==> src/rtl/ball_motion_if.sv <==
// Signal bundle between the frame-timing/paddle side and the ball-motion engine.
interface ball_motion_if;
  logic       frame_tick;
  logic [9:0] paddle_x;
  logic [9:0] ball_x;
  logic [9:0] ball_y;
  logic       dir_x;
  logic       dir_y;
  logic       hit_pulse;
  logic       miss_pulse;
  logic [7:0] miss_count;
  logic       serving;

  modport master (
    output frame_tick, paddle_x,
    input  ball_x, ball_y, dir_x, dir_y, hit_pulse, miss_pulse, miss_count, serving
  );

  modport slave (
    input  frame_tick, paddle_x,
    output ball_x, ball_y, dir_x, dir_y, hit_pulse, miss_pulse, miss_count, serving
  );
endinterface

==> src/rtl/ball_motion.sv <==
// Ball-motion engine: per-frame stepping, wall/paddle reflection, miss handling and serve delay.
// Optional BALL_SPEEDUP_EN: each paddle hit grows both steps by one up to MAX_STEP.
module ball_motion #(
  parameter int SCREEN_W    = 640,
  parameter int SCREEN_H    = 480,
  parameter int BALL_SIZE   = 16,
  parameter int PADDLE_Y    = 440,
  parameter int PADDLE_W    = 80,
  parameter int STEP_X      = 4,
  parameter int STEP_Y      = 4,
  parameter int MAX_STEP    = 12,
  parameter int START_X     = 320,
  parameter int START_Y     = 240,
  parameter int SERVE_DELAY = 60
) (
  input  logic         clk,
  input  logic         rst,
  ball_motion_if.slave bus
);

  localparam int          CNT_W   = (SERVE_DELAY > 1) ? $clog2(SERVE_DELAY) : 1;
  localparam logic [CNT_W-1:0] CNT_LAST = CNT_W'(SERVE_DELAY - 1);
  localparam logic [10:0] X_MAX   = 11'(SCREEN_W - BALL_SIZE);
  localparam logic [10:0] Y_BOT   = 11'(SCREEN_H - BALL_SIZE);
  localparam logic [10:0] Y_PAD   = 11'(PADDLE_Y - BALL_SIZE);
  localparam logic [9:0]  X0      = 10'(START_X);
  localparam logic [9:0]  Y0      = 10'(START_Y);

  typedef enum logic {SERVE_WAIT, MOVE} state_e;

  state_e           state_q, state_d;
  logic [CNT_W-1:0] cnt_q, cnt_d;
  logic [9:0]       x_q, x_d, y_q, y_d;
  logic             dx_q, dx_d, dy_q, dy_d;
  logic             hit_q, hit_d, miss_q, miss_d;
  logic [7:0]       mc_q, mc_d;
  logic [3:0]       step_x, step_y;

`ifdef BALL_SPEEDUP_EN
  logic [3:0] step_x_q, step_x_d, step_y_q, step_y_d;
  assign step_x = step_x_q;
  assign step_y = step_y_q;
`else
  assign step_x = 4'(STEP_X);
  assign step_y = 4'(STEP_Y);
`endif

  // Collision tests at 11 bits so no sum can wrap.
  logic [10:0] x11, y11, px11, sx11, sy11;
  logic        wall_l, wall_r, wall_t, overlap, pad_hit, bottom_miss, left_half;

  assign x11  = {1'b0, x_q};
  assign y11  = {1'b0, y_q};
  assign px11 = {1'b0, bus.paddle_x};
  assign sx11 = 11'(step_x);
  assign sy11 = 11'(step_y);

  assign wall_l      = !dx_q && (x11 <= sx11);
  assign wall_r      =  dx_q && (x11 + sx11 >= X_MAX);
  assign wall_t      = !dy_q && (y11 <= sy11);
  assign overlap     = (x11 + 11'(BALL_SIZE) > px11) && (x11 < px11 + 11'(PADDLE_W));
  assign pad_hit     = dy_q && (y11 + 11'(BALL_SIZE) + sy11 >= 11'(PADDLE_Y)) && overlap;
  assign bottom_miss = dy_q && (y11 + sy11 >= Y_BOT) && !pad_hit;
  assign left_half   = (x11 + 11'(BALL_SIZE / 2)) < (px11 + 11'(PADDLE_W / 2));

  always_comb begin
    state_d = state_q;
    cnt_d   = cnt_q;
    x_d     = x_q;
    y_d     = y_q;
    dx_d    = dx_q;
    dy_d    = dy_q;
    hit_d   = 1'b0;
    miss_d  = 1'b0;
    mc_d    = mc_q;
`ifdef BALL_SPEEDUP_EN
    step_x_d = step_x_q;
    step_y_d = step_y_q;
`endif
    if (bus.frame_tick) begin
      case (state_q)
        SERVE_WAIT: begin
          if (cnt_q == CNT_LAST) begin
            state_d = MOVE;
            dx_d    = !dx_q;
            dy_d    = 1'b1;
            cnt_d   = '0;
          end else begin
            cnt_d = cnt_q + 1'b1;
          end
        end
        MOVE: begin
          if (bottom_miss) begin
            miss_d  = 1'b1;
            mc_d    = (mc_q == '1) ? mc_q : mc_q + 8'd1;
            x_d     = X0;
            y_d     = Y0;
            state_d = SERVE_WAIT;
            cnt_d   = '0;
`ifdef BALL_SPEEDUP_EN
            step_x_d = 4'(STEP_X);
            step_y_d = 4'(STEP_Y);
`endif
          end else begin
            if (wall_l) begin
              x_d  = '0;
              dx_d = 1'b1;
            end else if (wall_r) begin
              x_d  = X_MAX[9:0];
              dx_d = 1'b0;
            end else begin
              x_d = dx_q ? 10'(x11 + sx11) : 10'(x11 - sx11);
            end
            // Paddle sets dir_x last so it overrides any wall reflection this tick.
            if (pad_hit) begin
              y_d   = Y_PAD[9:0];
              dy_d  = 1'b0;
              dx_d  = !left_half;
              hit_d = 1'b1;
`ifdef BALL_SPEEDUP_EN
              step_x_d = (step_x_q >= 4'(MAX_STEP)) ? 4'(MAX_STEP) : step_x_q + 4'd1;
              step_y_d = (step_y_q >= 4'(MAX_STEP)) ? 4'(MAX_STEP) : step_y_q + 4'd1;
`endif
            end else if (wall_t) begin
              y_d  = '0;
              dy_d = 1'b1;
            end else begin
              y_d = dy_q ? 10'(y11 + sy11) : 10'(y11 - sy11);
            end
          end
        end
        default: state_d = SERVE_WAIT;
      endcase
    end
  end

  always_ff @(posedge clk) begin
    if (rst) begin
      state_q <= SERVE_WAIT;
      cnt_q   <= '0;
      x_q     <= X0;
      y_q     <= Y0;
      dx_q    <= 1'b0;
      dy_q    <= 1'b1;
      hit_q   <= 1'b0;
      miss_q  <= 1'b0;
      mc_q    <= '0;
`ifdef BALL_SPEEDUP_EN
      step_x_q <= 4'(STEP_X);
      step_y_q <= 4'(STEP_Y);
`endif
    end else begin
      state_q <= state_d;
      cnt_q   <= cnt_d;
      x_q     <= x_d;
      y_q     <= y_d;
      dx_q    <= dx_d;
      dy_q    <= dy_d;
      hit_q   <= hit_d;
      miss_q  <= miss_d;
      mc_q    <= mc_d;
`ifdef BALL_SPEEDUP_EN
      step_x_q <= step_x_d;
      step_y_q <= step_y_d;
`endif
    end
  end

  assign bus.ball_x     = x_q;
  assign bus.ball_y     = y_q;
  assign bus.dir_x      = dx_q;
  assign bus.dir_y      = dy_q;
  assign bus.hit_pulse  = hit_q;
  assign bus.miss_pulse = miss_q;
  assign bus.miss_count = mc_q;
  assign bus.serving    = (state_q == SERVE_WAIT);

endmodule

==> src/flat_wrapper.sv <==
// flat-port wrapper written by rule: the top's interface ports become plain ports
module ball_motion_flat 
#(
  parameter int SCREEN_W    = 640,
  parameter int SCREEN_H    = 480,
  parameter int BALL_SIZE   = 16,
  parameter int PADDLE_Y    = 440,
  parameter int PADDLE_W    = 80,
  parameter int STEP_X      = 4,
  parameter int STEP_Y      = 4,
  parameter int MAX_STEP    = 12,
  parameter int START_X     = 320,
  parameter int START_Y     = 240,
  parameter int SERVE_DELAY = 60
)
  (clk, rst, bus_frame_tick, bus_paddle_x, bus_ball_x, bus_ball_y, bus_dir_x, bus_dir_y, bus_hit_pulse, bus_miss_pulse, bus_miss_count, bus_serving);
  ball_motion_if bus_i ();
  input  logic clk;
  input  logic rst;
  input wire logic [$bits(bus_i.frame_tick)-1:0] bus_frame_tick;
  input wire logic [$bits(bus_i.paddle_x)-1:0] bus_paddle_x;
  output wire logic [$bits(bus_i.ball_x)-1:0] bus_ball_x;
  output wire logic [$bits(bus_i.ball_y)-1:0] bus_ball_y;
  output wire logic [$bits(bus_i.dir_x)-1:0] bus_dir_x;
  output wire logic [$bits(bus_i.dir_y)-1:0] bus_dir_y;
  output wire logic [$bits(bus_i.hit_pulse)-1:0] bus_hit_pulse;
  output wire logic [$bits(bus_i.miss_pulse)-1:0] bus_miss_pulse;
  output wire logic [$bits(bus_i.miss_count)-1:0] bus_miss_count;
  output wire logic [$bits(bus_i.serving)-1:0] bus_serving;
  assign bus_i.frame_tick = bus_frame_tick;
  assign bus_i.paddle_x = bus_paddle_x;
  assign bus_ball_x = bus_i.ball_x;
  assign bus_ball_y = bus_i.ball_y;
  assign bus_dir_x = bus_i.dir_x;
  assign bus_dir_y = bus_i.dir_y;
  assign bus_hit_pulse = bus_i.hit_pulse;
  assign bus_miss_pulse = bus_i.miss_pulse;
  assign bus_miss_count = bus_i.miss_count;
  assign bus_serving = bus_i.serving;
  ball_motion #(.SCREEN_W(SCREEN_W), .SCREEN_H(SCREEN_H), .BALL_SIZE(BALL_SIZE), .PADDLE_Y(PADDLE_Y), .PADDLE_W(PADDLE_W), .STEP_X(STEP_X), .STEP_Y(STEP_Y), .MAX_STEP(MAX_STEP), .START_X(START_X), .START_Y(START_Y), .SERVE_DELAY(SERVE_DELAY)) u_core (.clk(clk), .rst(rst), .bus(bus_i));
endmodule
==> config.mk <==
export PLATFORM = sky130hd
export DESIGN_NAME = ball_motion_flat
export DESIGN_NICKNAME = d
export VERILOG_FILES = /design/src/rtl/ball_motion_if.sv /design/src/rtl/ball_motion.sv /design/src/flat_wrapper.sv
export SDC_FILE = /design/constraint.sdc
export NUM_CORES = 1
export LEC_CHECK = 0
export BUFFER_PORTS_ARGS = -buffer_cell sky130_fd_sc_hd__buf_2
export CAP_MARGIN = 40
export CORE_MARGIN = 4
export CORE_UTILIZATION = 45
export CTS_BUF_LIST = sky130_fd_sc_hd__clkbuf_4 sky130_fd_sc_hd__clkbuf_8
export DETAILED_ROUTE_END_ITERATION = 12
export SYNTH_ARGS = -nofsm -noshare
export SYNTH_HDL_FRONTEND = slang
export SYNTH_SLANG_ARGS = --single-unit
==> constraint.sdc <==
create_clock -name clk -period 9.01 [get_ports clk]
set_clock_uncertainty 0.1 [all_clocks]
set_input_delay 2.703 -clock clk [delete_from_list [all_inputs] [get_ports clk]]
set_output_delay 2.703 -clock clk [all_outputs]
set_load 0.02 [all_outputs]
* Word level (Yosys, flattened, before mapping)
Cells that the tools add are included.
Widths: inputs -> output; s select.
** Storage, ports and cells
- Flip-flop bits (word level) :: 39
- Bits of input ports :: 13
- Output and inout bits :: 33
- Logic and storage cells :: 85
** Operators by class
- Add/subtract/negate cells :: 12
- Magnitude comparators :: 8
- Eq/ne operators :: 7
- Muxes and demuxes :: 27
- Bitwise operators :: 3
- Reduce and logical (&&, ||, !) cells :: 19
** Operators by type and width (number)
- $mux 10 :: 8
- $add 10x3->11 const B :: 2
- $add 10x5->11 const B :: 2
- $ge 11x9->1 const B :: 2
- $le 10x3->1 const B :: 2
- $sub 10x3->10 const B :: 2
- $mux 1 :: 13
- $mux 6 :: 2
- $pmux 6 s2 :: 1
- $reduce_and 4->1 :: 3
- $add 10x4->11 const B :: 1
- $add 10x6->11 const B :: 1
- $add 10x7->11 const B :: 1
- $add 11x3->11 const B :: 1
- $ge 11x10->1 const B :: 1
- $gt 11x10->1 :: 1
- $lt 10x11->1 :: 1
- $lt 11x11->1 :: 1
- $add 8x1->8 const B :: 1
- $eq 8x8->1 const B :: 1
- $logic_and 1x1->1 :: 8
- $add 6x1->6 const B :: 1
- $eq 6x6->1 const B :: 1
- $pmux 1 s2 :: 3
- other kinds (9) :: 16

* Depth between registers and ports, before layout
- Word-level depth :: 9
- Gate-level depth with buffers :: 15
- Depth with buffers taken out :: 12

* Worst setup path after synthesis
Ideal clock, no wire load.
- Path type :: input port to flip-flop
- From :: input port bus_paddle_x[4]
- To :: register u_core.cnt_q[2]
- Data arrival time :: 5.007 ns
- Setup slack :: 3.786 ns
- Cell stages on the path :: 13
- Buffers on the path :: 2
- Cell sequence :: ha_1 o21ai_0 xnor2_1 ha_1 a41o_1 a21oi_1 o221ai_1 a211oi_2 a21o_1 buf_6 buf_2 a21oi_1 o2bb2ai_1
** Between the ends
- Longest elaborated chain between the ends :: 8
- Elaborated cells on any way between the ends :: 9
** Ends and longest elaborated chain
- start: declaration :: line flat_wrapper.sv:21 : input wire logic [$bits(bus_i.paddle_x)-1:0] bus_paddle_x;
- $add 10x7->11 :: line ball_motion.sv:61 : assign overlap = (x11 + 11'(BALL_SIZE) > px11) && (x11 < px11 + 11'(PADDLE_W));
- $lt 10x11->1 :: line ball_motion.sv:61
- $logic_and 1x1->1 * :: line ball_motion.sv:61
- $logic_and 1x1->1 * :: line ball_motion.sv:62 : assign pad_hit = dy_q && (y11 + 11'(BALL_SIZE) + sy11 >= 11'(PADDLE_Y)) && overlap;
- $logic_not 1->1 * :: line ball_motion.sv:63 : assign bottom_miss = dy_q && (y11 + sy11 >= Y_BOT) && !pad_hit;
- $logic_and 1x1->1 * :: line ball_motion.sv:63
- $ne 2x2->1 (no source line) *
- $reduce_and 2->1 (no source line) *
- end signal: assignment :: line ball_motion.sv:154 : cnt_q <= cnt_d;
- end: declaration :: line ball_motion.sv:32 : logic [CNT_W-1:0] cnt_q, cnt_d;
Mark *: on every way between the ends. The rest lies on a longest branch, timed or not.
A chain may end at the register's enable or synchronous reset.

* Worst setup path after layout
- From :: input port bus_paddle_x[4]
- To :: register u_core.cnt_q[0]
Same word-level chain as after synthesis.

==> results.toml <==
[run_status]
status = "complete, no violations"

[setup_path]
slowest_stage = "a21o_1"
rr_worst_depth = 11
startpoint_type = "input pin"
crit_required_ps = 9090
end_kind = "flop"
worst_ep_arrival_time_ps = 5880
crit_cells = 12
critPathMaxFanout = 21
path_buf_inv = 1
worstSetupPathType = "in -> reg"
slowest_delay_ps = 620
critical_path.top_delay_family = "compound AO/OA/AOI/OAI gates"
crit_chain = "buf_2, ha_1, o21ai_0, xnor2_1, ha_1, a41o_1, a21oi_1, o221ai_1, a211oi_2, a21o_1, a21boi_1, mux2_1"
cp_common_cell = "ha_1"

[logic_synthesis]
netlist_instances = 455
avgSynthCellArea_um2 = 7.829
synth_cell_types = 72
synth-edff-count = 0
synthArstFlopShare_pct = 0
synth_ff_type = "dfxtp_1"
synth-seq-cells = 35
ys_warn_count = 0
seq_area_frac_synth_pct = 19.67
netlist_area_um2 = 3562

[timing]
hold-worst-slack_ps = 388.0
setup_viol = 0
worst_pin_slew_ps = 872.7
rsz0062_at_grt = "false"
worst_slack_ps = 3207
final-hold-violation-count = 0
clock.fmax_mhz = 172.3
relSlewSlack_pct = 41.68
slew_viol_final = 0
tns_ps = 0
period_needed_ps = 5803
finalCritPeriodShare_pct = 64.40

[global_route]
first_global_vias = 3136
top_usage_layer = "met2"
met2_usage_pct = 29.19
antenna_found_initial = 0
grt.met3_usage_pct = 3.677
grt_pass1_wl_mm = 15.23
grt_start_max_net_pins = 46
grtUsageTotal_pct = 18.84
overflow = 0
use_met1_pct = 27.62

[clocking]
insertion_delay_ps = 290
cts_buffers = 5
cts_max_level = 2
cts.repair.resized = 0
clock_sinks = 35
cts-root-buf = "clkbuf_8"
cts_tree = "yes"
cts_buffer_depth = 2
path_clk_slew_ps = 80
postCtsSetupBuffers = 0
ctsHoldBuffers = 0

[drt]
drc = 0
ant_nets = 0
drtIter0Drc = 144
wl_per_cell_um = 15.60
wl_mm = 8.926
via_count = 3335
via_per_inst = 5.830
firstDrtPassIters = 4

[min_path]
worstHoldPathCells = 2
hold_path_class = "reg -> reg"

[pwr]
p_leak_nw = 1.566
powerDensity_nw_per_um2 = 81.55
ir_drop_uv = 70.10

[placed_design]
gp_congestion = 0.8209
dp.cells = 564
port_buffers = 41
dp_slack_ps = 2887
dp_hpwl_mm = 6.515

[die]
fp.coreArea_um2 = 7727
die_area_um2 = 9403
chipWidth_um = 96.97
rows = 32
initial_utilization_pct = 46.10
ioPinCount = 46
fp.dieH_um = 96.97

[finish]
antenna_cells = 0
final_util_pct = 49.27
areaGrowthSynthToFinish_pct = 6.884
drive_gt1_share_pct = 13.19
stdcell_count = 572
nNetsFinal = 521

[job]
drv_cap = 0
-- routing by layer --
metal / wire [um] / part of all wire, %
met1: 4474 / 50
met2: 3964 / 44
met3: 430 / 4.8
met4: 57 / 0.64
met5: 0 / 0
-- flip-flops by register name, summed over array words and instances, names as in the netlist --
register / count
u_core.bus.miss_count: 8
u_core.bus.ball_x: 8
u_core.bus.dir_x: 1
u_core.bus.miss_pulse: 1
u_core.bus.dir_y: 1
u_core.bus.hit_pulse: 1
u_core.bus.ball_y: 8
u_core.cnt_q: 6
u_core.state_q: 1
-- kinds of logic (layout without fill, tap and decap cells) --
kind of cell | Yosys count | after routing | share of synthesized area [%]
XOR/XNOR | 30 | 30 | 7.376
AND/OR/NAND/NOR | 165 | 165 | 24.80
adder cells (fa/ha/maj) | 39 | 39 | 13.70
other | 1 | 4 | 0.1053
AO/OA/AOI/OAI | 118 | 118 | 24.10
multiplexers | 9 | 9 | 2.669
flip-flops | 35 | 35 | 19.67
buffers and inverters | 58 | 70 | 7.587
-- power by group --
group | switching [mW] | internal, mW | total (mW)
combinational | 0.0216 | 0.0158 | 0.0374
clock | 0.0595 | 0.0570 | 0.117
sequential | 0.00104 | 0.155 | 0.157
total | 0.0822 | 0.228 | 0.311
-- through the flow --
| step | power [mW] | instance area, um2 |
|---|---|---|
| 4_1_cts | 0.3139 | 3807 |
| 2_1_floorplan | 0.1880 | 3573 |
| 3_5_place_dp | 0.1972 | 3719 |
| 3_3_place_gp | 0.1963 | 3719 |
| 5_1_grt | 0.3265 | 3807 |
| 6_report | 0.3105 | 3807 |
-- path summary, 6_finish.rpt --
| kind | end | start | slack (ps) |
|---|---|---|---|
| max | u_core.cnt_q[0]$_SDFFE_PP0P_ | bus_paddle_x[4] | 3210 |
| min | u_core.cnt_q[5]$_SDFFE_PP0P_ | u_core.cnt_q[5]$_SDFFE_PP0P_ | 390 |
| max reg2reg | u_core.cnt_q[0]$_SDFFE_PP0P_ | u_core.bus.ball_x[5]$_SDFFE_PP0P_ | 4890 |
| min reg2reg | u_core.cnt_q[5]$_SDFFE_PP0P_ | u_core.cnt_q[5]$_SDFFE_PP0P_ | 390 |
-- synthesized netlist by cell type, types with 5 or more instances --
| library cell | number | share of area (%) |
|---|---|---|
| nor2_1 | 27 | 2.8 |
| a21oi_1 | 24 | 3.4 |
| nor3_1 | 14 | 2.0 |
| inv_1 | 19 | 2.0 |
| and2_1 | 8 | 1.4 |
| nand4_1 | 24 | 4.2 |
| nand2_1 | 32 | 3.4 |
| buf_2 | 12 | 1.7 |
| a311oi_1 | 5 | 1.2 |
| nor2b_1 | 5 | 0.88 |
| dfxtp_1 | 35 | 20 |
| nand3_1 | 17 | 2.4 |
| a211oi_1 | 5 | 1.1 |
| o21ai_0 | 11 | 1.5 |
| nand2b_1 | 9 | 1.6 |
| xnor2_1 | 23 | 5.7 |
| a31oi_1 | 9 | 1.6 |
| mux2i_1 | 5 | 1.4 |
| ha_1 | 39 | 14 |
| xor2_1 | 7 | 1.7 |
| o21ai_1 | 5 | 0.70 |
| a21o_1 | 6 | 1.3 |
| clkbuf_1 | 19 | 2.0 |
-- layout by cell type (no fill, tap or decap), types with 3 or more instances in the layout --
master     count
a211oi_1       5
a21o_1         6
a21oi_1       24
a22oi_1        3
a2bb2oi_1      3
a311oi_1       5
a31oi_1        9
a32oi_1        3
and2_1         8
and4_1         3
buf_2         41
clkbuf_8       5
conb_1         4
dfxtp_1       35
ha_1          39
inv_1         19
mux2_1         4
mux2i_1        5
nand2_1       32
nand2b_1       9
nand3_1       17
nand4_1       24
nor2_1        27
nor2b_1        5
nor3_1        14
nor4_1         3
o211ai_1       3
o21a_1         3
o21ai_0       11
o21ai_1        5
o221ai_1       3
o31ai_1        3
or2_2          3
or3_1          4
or4_1          3
xnor2_1       23
xor2_1         7
-- worst reg2reg max path: cells and delay by family (launching register included) --
family | cells | cell delay [ps]
AO/OA/AOI/OAI | 5 | 1600
XOR/XNOR | 1 | 150
adder cells (fa/ha/maj) | 2 | 770
flip-flops | 1 | 700
multiplexers | 1 | 350
AND/OR/NAND/NOR | 2 | 320
-- area by class of cell --
class,instances,area [um2]
Timing Repair Buffer,42,212.7
Tap cell,102,127.6
Multi-Input combinational cell,365,2603
Fill cell,780,3920
Sequential cell,35,700.7
Clock buffer,6,76.32
Inverter,20,75.07
Clock inverter,2,12.51
(Power assumes the default switching activity.)
